$ cat config.mk
export PLATFORM = sky130hd
export DESIGN_NAME = alu_result_capture_flat
export DESIGN_NICKNAME = d
export VERILOG_FILES = /design/src/rtl/alu_capture_pkg.sv /design/src/rtl/alu_result_capture_if.sv /design/src/rtl/alu_capture_fifo.sv /design/src/rtl/alu_result_capture.sv /design/src/flat_wrapper.sv
export SDC_FILE = /design/constraint.sdc
export NUM_CORES = 1
export LEC_CHECK = 0
export ABC_AREA = 1
export CAP_MARGIN = 0
export CORE_ASPECT_RATIO = 0.9
export CORE_MARGIN = 5
export CORE_UTILIZATION = 30
export CTS_CLUSTER_SIZE = 12
export DETAILED_ROUTE_END_ITERATION = 12
export MAX_ROUTING_LAYER = met4
export PLACE_DENSITY = 0.49
export SYNTH_ARGS = -nofsm -noshare
export SYNTH_HDL_FRONTEND = slang
export SYNTH_SLANG_ARGS = --single-unit
export TNS_END_PERCENT = 10
$ cat constraint.sdc
create_clock -name clock -period 5.65 [get_ports clock]
set_input_delay 1.13 -clock clock [delete_from_list [all_inputs] [get_ports clock]]
set_output_delay 1.13 -clock clock [all_outputs]
set_load 0.03 [all_outputs]
$ cat src/rtl/alu_capture_pkg.sv
// rtl/alu_capture_pkg.sv - shared types for the ALU result capture stage; entry layout follows ALU_CAPTURE_ZERO_FLAG_EN
package alu_capture_pkg;

  localparam int ALU_W = 4;
  localparam int SEL_W = 3;

  typedef enum logic [1:0] {
    IDLE,
    SETTLE,
    WRITE
  } state_t;

  typedef struct packed {
    logic [ALU_W-1:0] result;
    logic             carry;
    logic [SEL_W-1:0] tag;
`ifdef ALU_CAPTURE_ZERO_FLAG_EN
    logic             zero;
`endif
  } entry_t;

  localparam int ENTRY_W = $bits(entry_t);

endpackage

$ cat src/rtl/alu_result_capture_if.sv
// rtl/alu_result_capture_if.sv - drain-side handshake bundle; out_zero present under ALU_CAPTURE_ZERO_FLAG_EN
interface alu_result_capture_if;
  import alu_capture_pkg::*;

  logic             out_valid;
  logic             out_ready;
  logic [ALU_W-1:0] out_data;
  logic             out_carry;
  logic [SEL_W-1:0] out_select;
`ifdef ALU_CAPTURE_ZERO_FLAG_EN
  logic             out_zero;
`endif

  modport master (
    output out_valid, out_data, out_carry, out_select,
`ifdef ALU_CAPTURE_ZERO_FLAG_EN
    output out_zero,
`endif
    input  out_ready
  );

  modport slave (
    input  out_valid, out_data, out_carry, out_select,
`ifdef ALU_CAPTURE_ZERO_FLAG_EN
    input  out_zero,
`endif
    output out_ready
  );

endinterface

$ cat src/rtl/alu_capture_fifo.sv
// rtl/alu_capture_fifo.sv - power-of-two FIFO with occupancy count and zeroed head when empty
module alu_capture_fifo #(
  parameter int DEPTH = 4,
  parameter int WIDTH = 8
) (
  input  logic                       clock,
  input  logic                       reset,
  input  logic                       push,
  input  logic                       pop,
  input  logic [WIDTH-1:0]           wdata,
  output logic [WIDTH-1:0]           rdata,
  output logic [$clog2(DEPTH+1)-1:0] count,
  output logic                       full,
  output logic                       empty
);

  localparam int PW = $clog2(DEPTH);
  localparam int CW = $clog2(DEPTH+1);

  logic [WIDTH-1:0] mem [DEPTH];
  logic [PW-1:0]    wr_ptr;
  logic [PW-1:0]    rd_ptr;
  logic             do_push;
  logic             do_pop;

  assign empty   = (count == '0);
  assign full    = (count == CW'(DEPTH));
  // A pop on the same edge frees the slot a full-FIFO push needs.
  assign do_pop  = pop && !empty;
  assign do_push = push && (!full || do_pop);

  // Pointers wrap naturally at DEPTH; count only moves when exactly one side acts.
  always_ff @(posedge clock or negedge reset) begin
    if (!reset) begin
      wr_ptr <= '0;
      rd_ptr <= '0;
      count  <= '0;
    end else begin
      if (do_push) wr_ptr <= wr_ptr + PW'(1);
      if (do_pop)  rd_ptr <= rd_ptr + PW'(1);
      case ({do_push, do_pop})
        2'b10:   count <= count + CW'(1);
        2'b01:   count <= count - CW'(1);
        default: count <= count;
      endcase
    end
  end

  // Storage is not reset; an empty FIFO masks whatever it holds.
  always_ff @(posedge clock) begin
    if (do_push) mem[wr_ptr] <= wdata;
  end

  assign rdata = empty ? '0 : mem[rd_ptr];

endmodule

$ cat src/rtl/alu_result_capture.sv
// rtl/alu_result_capture.sv - waits for the ALU to settle, then queues result/carry/tag; ALU_CAPTURE_ZERO_FLAG_EN adds out_zero
module alu_result_capture
  import alu_capture_pkg::*;
#(
  parameter int SETTLE_CYCLES = 4,
  parameter int DEPTH         = 4
) (
  input  logic                       clock,
  input  logic                       reset,
  input  logic                       start,
  input  logic [SEL_W-1:0]           select_in,
  input  logic [ALU_W-1:0]           alu_result,
  input  logic                       alu_carry,
  output logic                       busy,
  output logic [$clog2(DEPTH+1)-1:0] count,
  output logic                       full,
  output logic                       overflow,
  alu_result_capture_if.master       out_if
);

  state_t           state, state_next;
  logic [3:0]       settle_cnt, settle_cnt_next;
  logic [SEL_W-1:0] tag_q, tag_next;
  logic             push, pop, push_ok, stall, fifo_empty;
  entry_t           wentry, rentry;

  assign pop     = out_if.out_valid && out_if.out_ready;
  assign push_ok = !full || pop;
  assign busy    = (state != IDLE);

  // The result is sampled live in WRITE so a stalled push keeps tracking the ALU.
  assign wentry.result = alu_result;
  assign wentry.carry  = alu_carry;
  assign wentry.tag    = tag_q;
`ifdef ALU_CAPTURE_ZERO_FLAG_EN
  assign wentry.zero   = (alu_result == '0);
`endif

  // State, settle counter, tag latch and sticky overflow flag.
  always_ff @(posedge clock or negedge reset) begin
    if (!reset) begin
      state      <= IDLE;
      settle_cnt <= '0;
      tag_q      <= '0;
      overflow   <= 1'b0;
    end else begin
      state      <= state_next;
      settle_cnt <= settle_cnt_next;
      tag_q      <= tag_next;
      if (stall) overflow <= 1'b1;
    end
  end

  // Next-state logic: starts outside IDLE are dropped, WRITE holds until a slot is free.
  always_comb begin
    state_next      = state;
    settle_cnt_next = settle_cnt;
    tag_next        = tag_q;
    push            = 1'b0;
    stall           = 1'b0;
    case (state)
      IDLE: begin
        if (start) begin
          tag_next        = select_in;
          settle_cnt_next = 4'(SETTLE_CYCLES - 1);
          state_next      = SETTLE;
        end
      end
      SETTLE: begin
        if (settle_cnt == '0) state_next = WRITE;
        else                  settle_cnt_next = settle_cnt - 4'd1;
      end
      WRITE: begin
        if (push_ok) begin
          push       = 1'b1;
          state_next = IDLE;
        end else begin
          stall = 1'b1;
        end
      end
      default: state_next = IDLE;
    endcase
  end

  alu_capture_fifo #(
    .DEPTH (DEPTH),
    .WIDTH (ENTRY_W)
  ) u_fifo (
    .clock (clock),
    .reset (reset),
    .push  (push),
    .pop   (pop),
    .wdata (wentry),
    .rdata (rentry),
    .count (count),
    .full  (full),
    .empty (fifo_empty)
  );

  assign out_if.out_valid  = !fifo_empty;
  assign out_if.out_data   = rentry.result;
  assign out_if.out_carry  = rentry.carry;
  assign out_if.out_select = rentry.tag;
`ifdef ALU_CAPTURE_ZERO_FLAG_EN
  assign out_if.out_zero   = rentry.zero;
`endif

endmodule

$ cat src/flat_wrapper.sv
// flat-port wrapper written by rule: the top's interface ports become plain ports
module alu_result_capture_flat import alu_capture_pkg::*;
#(
  parameter int SETTLE_CYCLES = 4,
  parameter int DEPTH         = 4
)
  (clock, reset, start, select_in, alu_result, alu_carry, busy, count, full, overflow, out_if_out_valid, out_if_out_data, out_if_out_carry, out_if_out_select, out_if_out_ready);
  alu_result_capture_if out_if_i ();
  input  logic clock;
  input  logic reset;
  input  logic start;
  input  logic [SEL_W-1:0] select_in;
  input  logic [ALU_W-1:0] alu_result;
  input  logic alu_carry;
  output logic busy;
  output logic [$clog2(DEPTH+1)-1:0] count;
  output logic full;
  output logic overflow;
  output wire logic [$bits(out_if_i.out_valid)-1:0] out_if_out_valid;
  output wire logic [$bits(out_if_i.out_data)-1:0] out_if_out_data;
  output wire logic [$bits(out_if_i.out_carry)-1:0] out_if_out_carry;
  output wire logic [$bits(out_if_i.out_select)-1:0] out_if_out_select;
  input wire logic [$bits(out_if_i.out_ready)-1:0] out_if_out_ready;
  assign out_if_out_valid = out_if_i.out_valid;
  assign out_if_out_data = out_if_i.out_data;
  assign out_if_out_carry = out_if_i.out_carry;
  assign out_if_out_select = out_if_i.out_select;
  assign out_if_i.out_ready = out_if_out_ready;
  alu_result_capture #(.SETTLE_CYCLES(SETTLE_CYCLES), .DEPTH(DEPTH)) u_core (.clock(clock), .reset(reset), .start(start), .select_in(select_in), .alu_result(alu_result), .alu_carry(alu_carry), .busy(busy), .count(count), .full(full), .overflow(overflow), .out_if(out_if_i));
endmodule
==> impl_metrics.env, run 1 <==
export IMPL_post_cts_resized=0
export IMPL_path_max_fanout=18
export IMPL_p_leak_nw=1.04
export IMPL_antenna_found_initial=0
export IMPL_cpPeakStageDelay_ns=0.70
export IMPL_cts_tree="done"
export IMPL_p_per_area_mw_per_mm2=535
export IMPL_rsz0062_at_grt="no"
export IMPL_syn_avg_cell_area_um2=10.8
export IMPL_io_pins=27
export IMPL_outcome="finished clean"
export IMPL_crit_path_cell_trace="inv_2, o21ai_0, a21oi_1, clkdlybuf4s50_1"
export IMPL_wire_per_inst_um=13.3
export IMPL_post_cts_setup_buffers=0
export IMPL_syn_nets=221
export IMPL_fp_dieH_um=90.9
export IMPL_hold_viol=0
export IMPL_dr_pass1_iters=4
export IMPL_skew_ns=0.00828
export IMPL_grt_pass1_vias=1482
export IMPL_synthCells=201
export IMPL_layout_common_cells="nor2_1 (42), edfxtp_1 (32), clkdlybuf4s50_1 (26), nand2_1 (20), inv_1 (19)"
export IMPL_synth_seq_cells=49
export IMPL_yosysWarningCount=0
export IMPL_final_util=0.369
export IMPL_tns_ns=0
export IMPL_cp_end_kind="output port"
export IMPL_drc=0
export IMPL_fmax_ghz=0.290
export IMPL_port_buffers=26
export IMPL_syn_area_mm2=0.00218
export IMPL_antenna_cells=0
export IMPL_required_ns=4.52
export IMPL_ff2ff_setup_slack_ns=3.60
export IMPL_synth_seq_area_share=0.636
export IMPL_layout_setup_ws_ns=2.20
export IMPL_vias=1451
export IMPL_clock_latency_ns=0.30
export IMPL_whs_ns=0.472
export IMPL_ctsHtreeMaxLevel=2
export IMPL_clockBufferDepth=2
export IMPL_critPathKind="reg2out"
export IMPL_grt_first_pass_wirelength_um=7340
export IMPL_cp_arrival_ns=2.32
export IMPL_rows=29
export IMPL_slew_violations=0
export IMPL_syn_to_final_growth_pct=19.9
export IMPL_drtAntennaViolNets=0
export IMPL_crit_path_start_kind="register"
export IMPL_layout_drive_gt1_share=0.0736
export IMPL_start_util=0.308
export IMPL_dp_cells=316
export IMPL_timing_final_crit_share=0.611
export IMPL_ys_types=23
export IMPL_slowest_stage="clkdlybuf4s50_1"
export IMPL_die_area_mm2=0.00908
export IMPL_hold_class="reg2reg"
export IMPL_ir_drop_uv=149
export IMPL_setup_viol=0
export IMPL_dp_slack_ns=2.48
export IMPL_clock_sinks=49
export IMPL_grt_overflow_total=0
export IMPL_fp_dieW_um=99.9
export IMPL_core_area_mm2=0.00708
export IMPL_gp_congestion=0.725
export IMPL_routed_wl_um=4320
export IMPL_worstMarginPinSlew_ns=0.828
export IMPL_grt_max_degree=19
export IMPL_max_slew_margin=0.446
export IMPL_finalNonFillerCells=324
export IMPL_grt_usage=0.108
export IMPL_drt_iter0_markers=38
export IMPL_vias_per_cell=4.48
export IMPL_clockRootBuffer="clkbuf_8"
export IMPL_clkTransAtPathRegs_ns=0.09
export IMPL_maxCapViolations=0
export IMPL_numCtsBuffers=5
export IMPL_nNetsFinal=250
export IMPL_hpwl_um=3000
export IMPL_finalCriticalPeriod_ns=3.45
export IMPL_ctsHoldBuffers=0
export IMPL_layout_commonest_cell="nor2_1"
## metal layers
metal  wire length, um  GRT usage  up-vias  part of all wire
li1                  -          -      724                 -
met1              2070      0.133      696              0.48
met2              2020      0.164       27              0.47
met3               167     0.0355        4             0.039
met4                61     0.0375        0             0.014
met5                 0          -        -                 0
## path summary, 6_finish.rpt
| check | startpoint | end | cells after the start |
|---|---|---|---|
| setup / recovery | u_core.u_fifo.rd_ptr[0]$_DFFE_PN0P_ | out_if_out_select[2] | 4 |
| hold / removal | u_core.overflow$_DFFE_PN0P_ | u_core.overflow$_DFFE_PN0P_ | 2 |
| setup reg to reg | u_core.u_fifo.count[0]$_DFFE_PN0P_ | u_core.u_fifo.count[2]$_DFFE_PN0P_ | 9 |
| hold reg to reg | u_core.overflow$_DFFE_PN0P_ | u_core.overflow$_DFFE_PN0P_ | 2 |
| max in group asynchronous | reset | u_core.state[0]$_DFFE_PN0P_ | 1 |
| min in group asynchronous | reset | u_core.overflow$_DFFE_PN0P_ | 1 |
## through the flow
step	cell area, um^2	power [mW]
6_report	2610	1.40
3_3_place_gp	2530	1.21
4_1_cts	2610	1.42
2_1_floorplan	2180	0.989
3_5_place_dp	2530	1.21
5_1_grt	2610	1.51
## state kept, by name, indices dropped and copies added, names as in the netlist
signal                cells
u_core.u_fifo.count       3
u_core.state              2
u_core.settle_cnt         4
u_core.u_fifo.wr_ptr      2
u_core.overflow           1
u_core.tag_q              3
u_core.u_fifo.rd_ptr      2
u_core.u_fifo.mem        32
## where the power goes
group	total (mW)	leakage [nW]	internal (mW)	switching (mW)
Combinational	0.655	0.508	0.249	0.407
Clock	0.203	0.0374	0.0874	0.116
Sequential	0.539	0.494	0.457	0.0824
## critical path: cells and delay by family, from the launching register on
kind	cells	cell delay, ns
flops	1	0.62
compound gates	2	0.34
buf+inv	2	1.05
## synth_stat cells
cell / count / area [um^2]
nor3_1: 1 / 5.00
dfrtp_1: 17 / 425
buf_4: 2 / 15.0
inv_2: 3 / 11.3
nand4_1: 6 / 37.5
inv_1: 19 / 71.3
ha_1: 7 / 87.6
nor2_2: 1 / 6.26
edfxtp_1: 32 / 961
xor2_1: 3 / 26.3
o21ai_1: 2 / 10.0
buf_6: 1 / 11.3
nand3_1: 9 / 45.0
nand2_4: 3 / 33.8
o21ai_0: 18 / 90.1
nor2_1: 42 / 158
nand2_1: 20 / 75.1
buf_2: 1 / 5.00
fa_1: 1 / 20.0
a21oi_1: 9 / 45.0
nor2_4: 2 / 22.5
xnor2_1: 1 / 8.76
nand3_2: 1 / 10.0
## cells by family (layout without fill, tap and decap cells)
logic type | count (synthesis) | count (layout) | synth area share
simple gates | 85 | 85 | 0.180
compound gates | 29 | 29 | 0.0666
fa+ha+maj | 8 | 8 | 0.0493
xor+xnor | 4 | 4 | 0.0161
flops | 49 | 49 | 0.636
buf+inv | 26 | 56 | 0.0522
## area by class of cell
cell class	count	area, um^2
multi-input cells	126	681
well taps	93	116
clock inverters	2	15.0
flip-flops and latches	49	1390
clock buffers	6	72.6
fillers	726	4460
inverters	22	82.6
repair buffers	26	260
(Power assumes the default switching activity.)
==> run 2, diff against run 1 <==
PLACE_DENSITY = 0.51   (was 0.49)
clock period = 3.1 ns   (was 5.65 ns; I/O delays follow)
==> impl_metrics.env, run 2 (same netlist as run 1, synthesis figures left out) <==
export IMPL_largest_reg_flops=32
export IMPL_layout_drive_gt1_share=0.0890
export IMPL_antenna_cells=0
export IMPL_clockRootBuffer="clkbuf_8"
export IMPL_fillers=718
export IMPL_fmax_ghz=0.346
export IMPL_layout_commonest_cell="nor2_1"
export IMPL_rows=29
export IMPL_layout_common_cells="nor2_1 (42), edfxtp_1 (32), clkdlybuf4s50_1 (26), nand2_1 (20), inv_1 (19)"
export IMPL_clock_latency_ns=0.30
export IMPL_clkTransAtPathRegs_ns=0.09
export IMPL_grt_overflow_total=0
export IMPL_wire_per_inst_um=13.2
export IMPL_reg2regPathDepth=9
export IMPL_start_util=0.308
export IMPL_p_per_area_mw_per_mm2=963
export IMPL_ctsHoldBuffers=0
export IMPL_gp_congestion=0.721
export IMPL_p_leak_nw=1.07
export IMPL_seqCellArea_mm2=0.00139
export IMPL_port_buffers=26
export IMPL_tns_ns=0
export IMPL_drt_iter0_markers=49
export IMPL_cp_arrival_ns=2.27
export IMPL_required_ns=2.48
export IMPL_grt_max_degree=19
export IMPL_nNetsFinal=255
export IMPL_slew_violations=0
export IMPL_fp_dieH_um=90.9
export IMPL_reg_largest_list="u_core.u_fifo.mem x32, u_core.settle_cnt x4"
export IMPL_worstHoldPathCells=2
export IMPL_routed_wl_um=4340
export IMPL_grt_first_pass_wirelength_um=7530
export IMPL_grt_pass1_vias=1552
export IMPL_reg2reg_to="u_core.u_fifo.count[2]$_DFFE_PN0P_"
export IMPL_numCtsBuffers=5
export IMPL_top_register="u_core.u_fifo.mem"
export IMPL_die_area_mm2=0.00908
export IMPL_met3_usage=0.0255
export IMPL_core_area_mm2=0.00708
export IMPL_critPathKind="reg2out"
export IMPL_worstMarginPinSlew_ns=0.818
export IMPL_fp_dieW_um=99.9
export IMPL_hold_start="u_core.overflow$_DFFE_PN0P_"
export IMPL_met1_usage=0.138
export IMPL_antenna_found_initial=0
export IMPL_max_slew_margin=0.453
export IMPL_outcome="finished clean"
export IMPL_drc=0
export IMPL_busiest_layer="met2"
export IMPL_dr_pass1_iters=4
export IMPL_path_max_fanout=18
export IMPL_post_cts_setup_buffers=0
export IMPL_final_util=0.374
export IMPL_timing_final_crit_share=0.932
export IMPL_rsz0062_at_grt="no"
export IMPL_ctsHtreeMaxLevel=2
export IMPL_clockBufferDepth=2
export IMPL_finalCriticalPeriod_ns=2.89
export IMPL_maxCapViolations=0
export IMPL_ir_drop_uv=256
export IMPL_multiInputGateArea_um2=681
export IMPL_rr_startpoint="u_core.u_fifo.count[0]$_DFFE_PN0P_"
export IMPL_hold_path_end="u_core.overflow$_DFFE_PN0P_"
export IMPL_grt_usage=0.109
export IMPL_hold_viol=0
export IMPL_syn_to_final_growth_pct=21.4
export IMPL_ff2ff_setup_slack_ns=1.04
export IMPL_crit_path_start_kind="register"
export IMPL_setup_viol=0
export IMPL_hpwl_um=3070
export IMPL_clock_sinks=49
export IMPL_post_cts_resized=0
export IMPL_hold_class="reg2reg"
export IMPL_vias_per_cell=4.45
export IMPL_crit_path_cell_trace="inv_2, o21ai_0, a21oi_1, clkdlybuf4s50_1"
export IMPL_cts_tree="done"
export IMPL_cpPeakStageDelay_ns=0.71
export IMPL_drtAntennaViolNets=0
export IMPL_skew_ns=0.00822
export IMPL_met2_usage=0.171
export IMPL_vias=1465
export IMPL_slowest_stage="clkdlybuf4s50_1"
export IMPL_cp_end_kind="output port"
export IMPL_io_pins=27
run 2: worst max path at each step:
stage	start	to	slack [ns]	cells after the start
CTS	u_core.u_fifo.rd_ptr[0]$_DFFE_PN0P_	out_if_out_select[0]	0.16	4
detailed placement	out_if_out_ready	u_core.u_fifo.count[2]$_DFFE_PN0P_	0.43	10
finish	u_core.u_fifo.rd_ptr[0]$_DFFE_PN0P_	out_if_out_select[0]	0.21	4
global placement	out_if_out_ready	u_core.u_fifo.count[2]$_DFFE_PN0P_	0.44	10
floorplan	u_core.u_fifo.count[0]$_DFFE_PN0P_	out_if_out_carry	0.77	4
global route	u_core.u_fifo.rd_ptr[0]$_DFFE_PN0P_	out_if_out_select[0]	0.004	4
run 2: worst max-delay path: cells and delay by family (launching register included):
kind	cells	cell delay, ns
DFF	1	0.60
buffers and inverters	2	1.03
AOI/OAI and AO/OA	2	0.34
run 2: layout make-up:
type                       count  area share
multi-input combinational    126       0.257
timing repair buffer          31       0.112
inverter                      22      0.0312
sequential                    49       0.524
clock buffer                   7      0.0288
tap                           93      0.0440
clock inverter                 1     0.00284
run 2: routing by layer:
layer	vias up	routed length, um	part of all wire
li1	740	-	-
met1	701	2090	0.48
met4	0	71	0.016
met3	4	126	0.029
met2	20	2060	0.47
met5	-	0	0
run 2: where the power goes:
part	total [mW]	switching [mW]	internal, mW
clock	0.366	0.206	0.160
sequential	0.972	0.140	0.832
combinational	1.21	0.747	0.466
run 2: through the flow:
step	setup WS, ns	hold WS [ns]	area, um^2	instances	total power [mW]
5_1_grt	0.00381	0.545	2650	329	2.78
2_1_floorplan	0.772	0.324	2180	201	1.80
3_5_place_dp	0.426	0.454	2560	321	2.22
4_1_cts	0.158	0.476	2650	329	2.59
6_report	0.210	0.471	2650	329	2.55
3_3_place_gp	0.442	0.458	2560	321	2.21
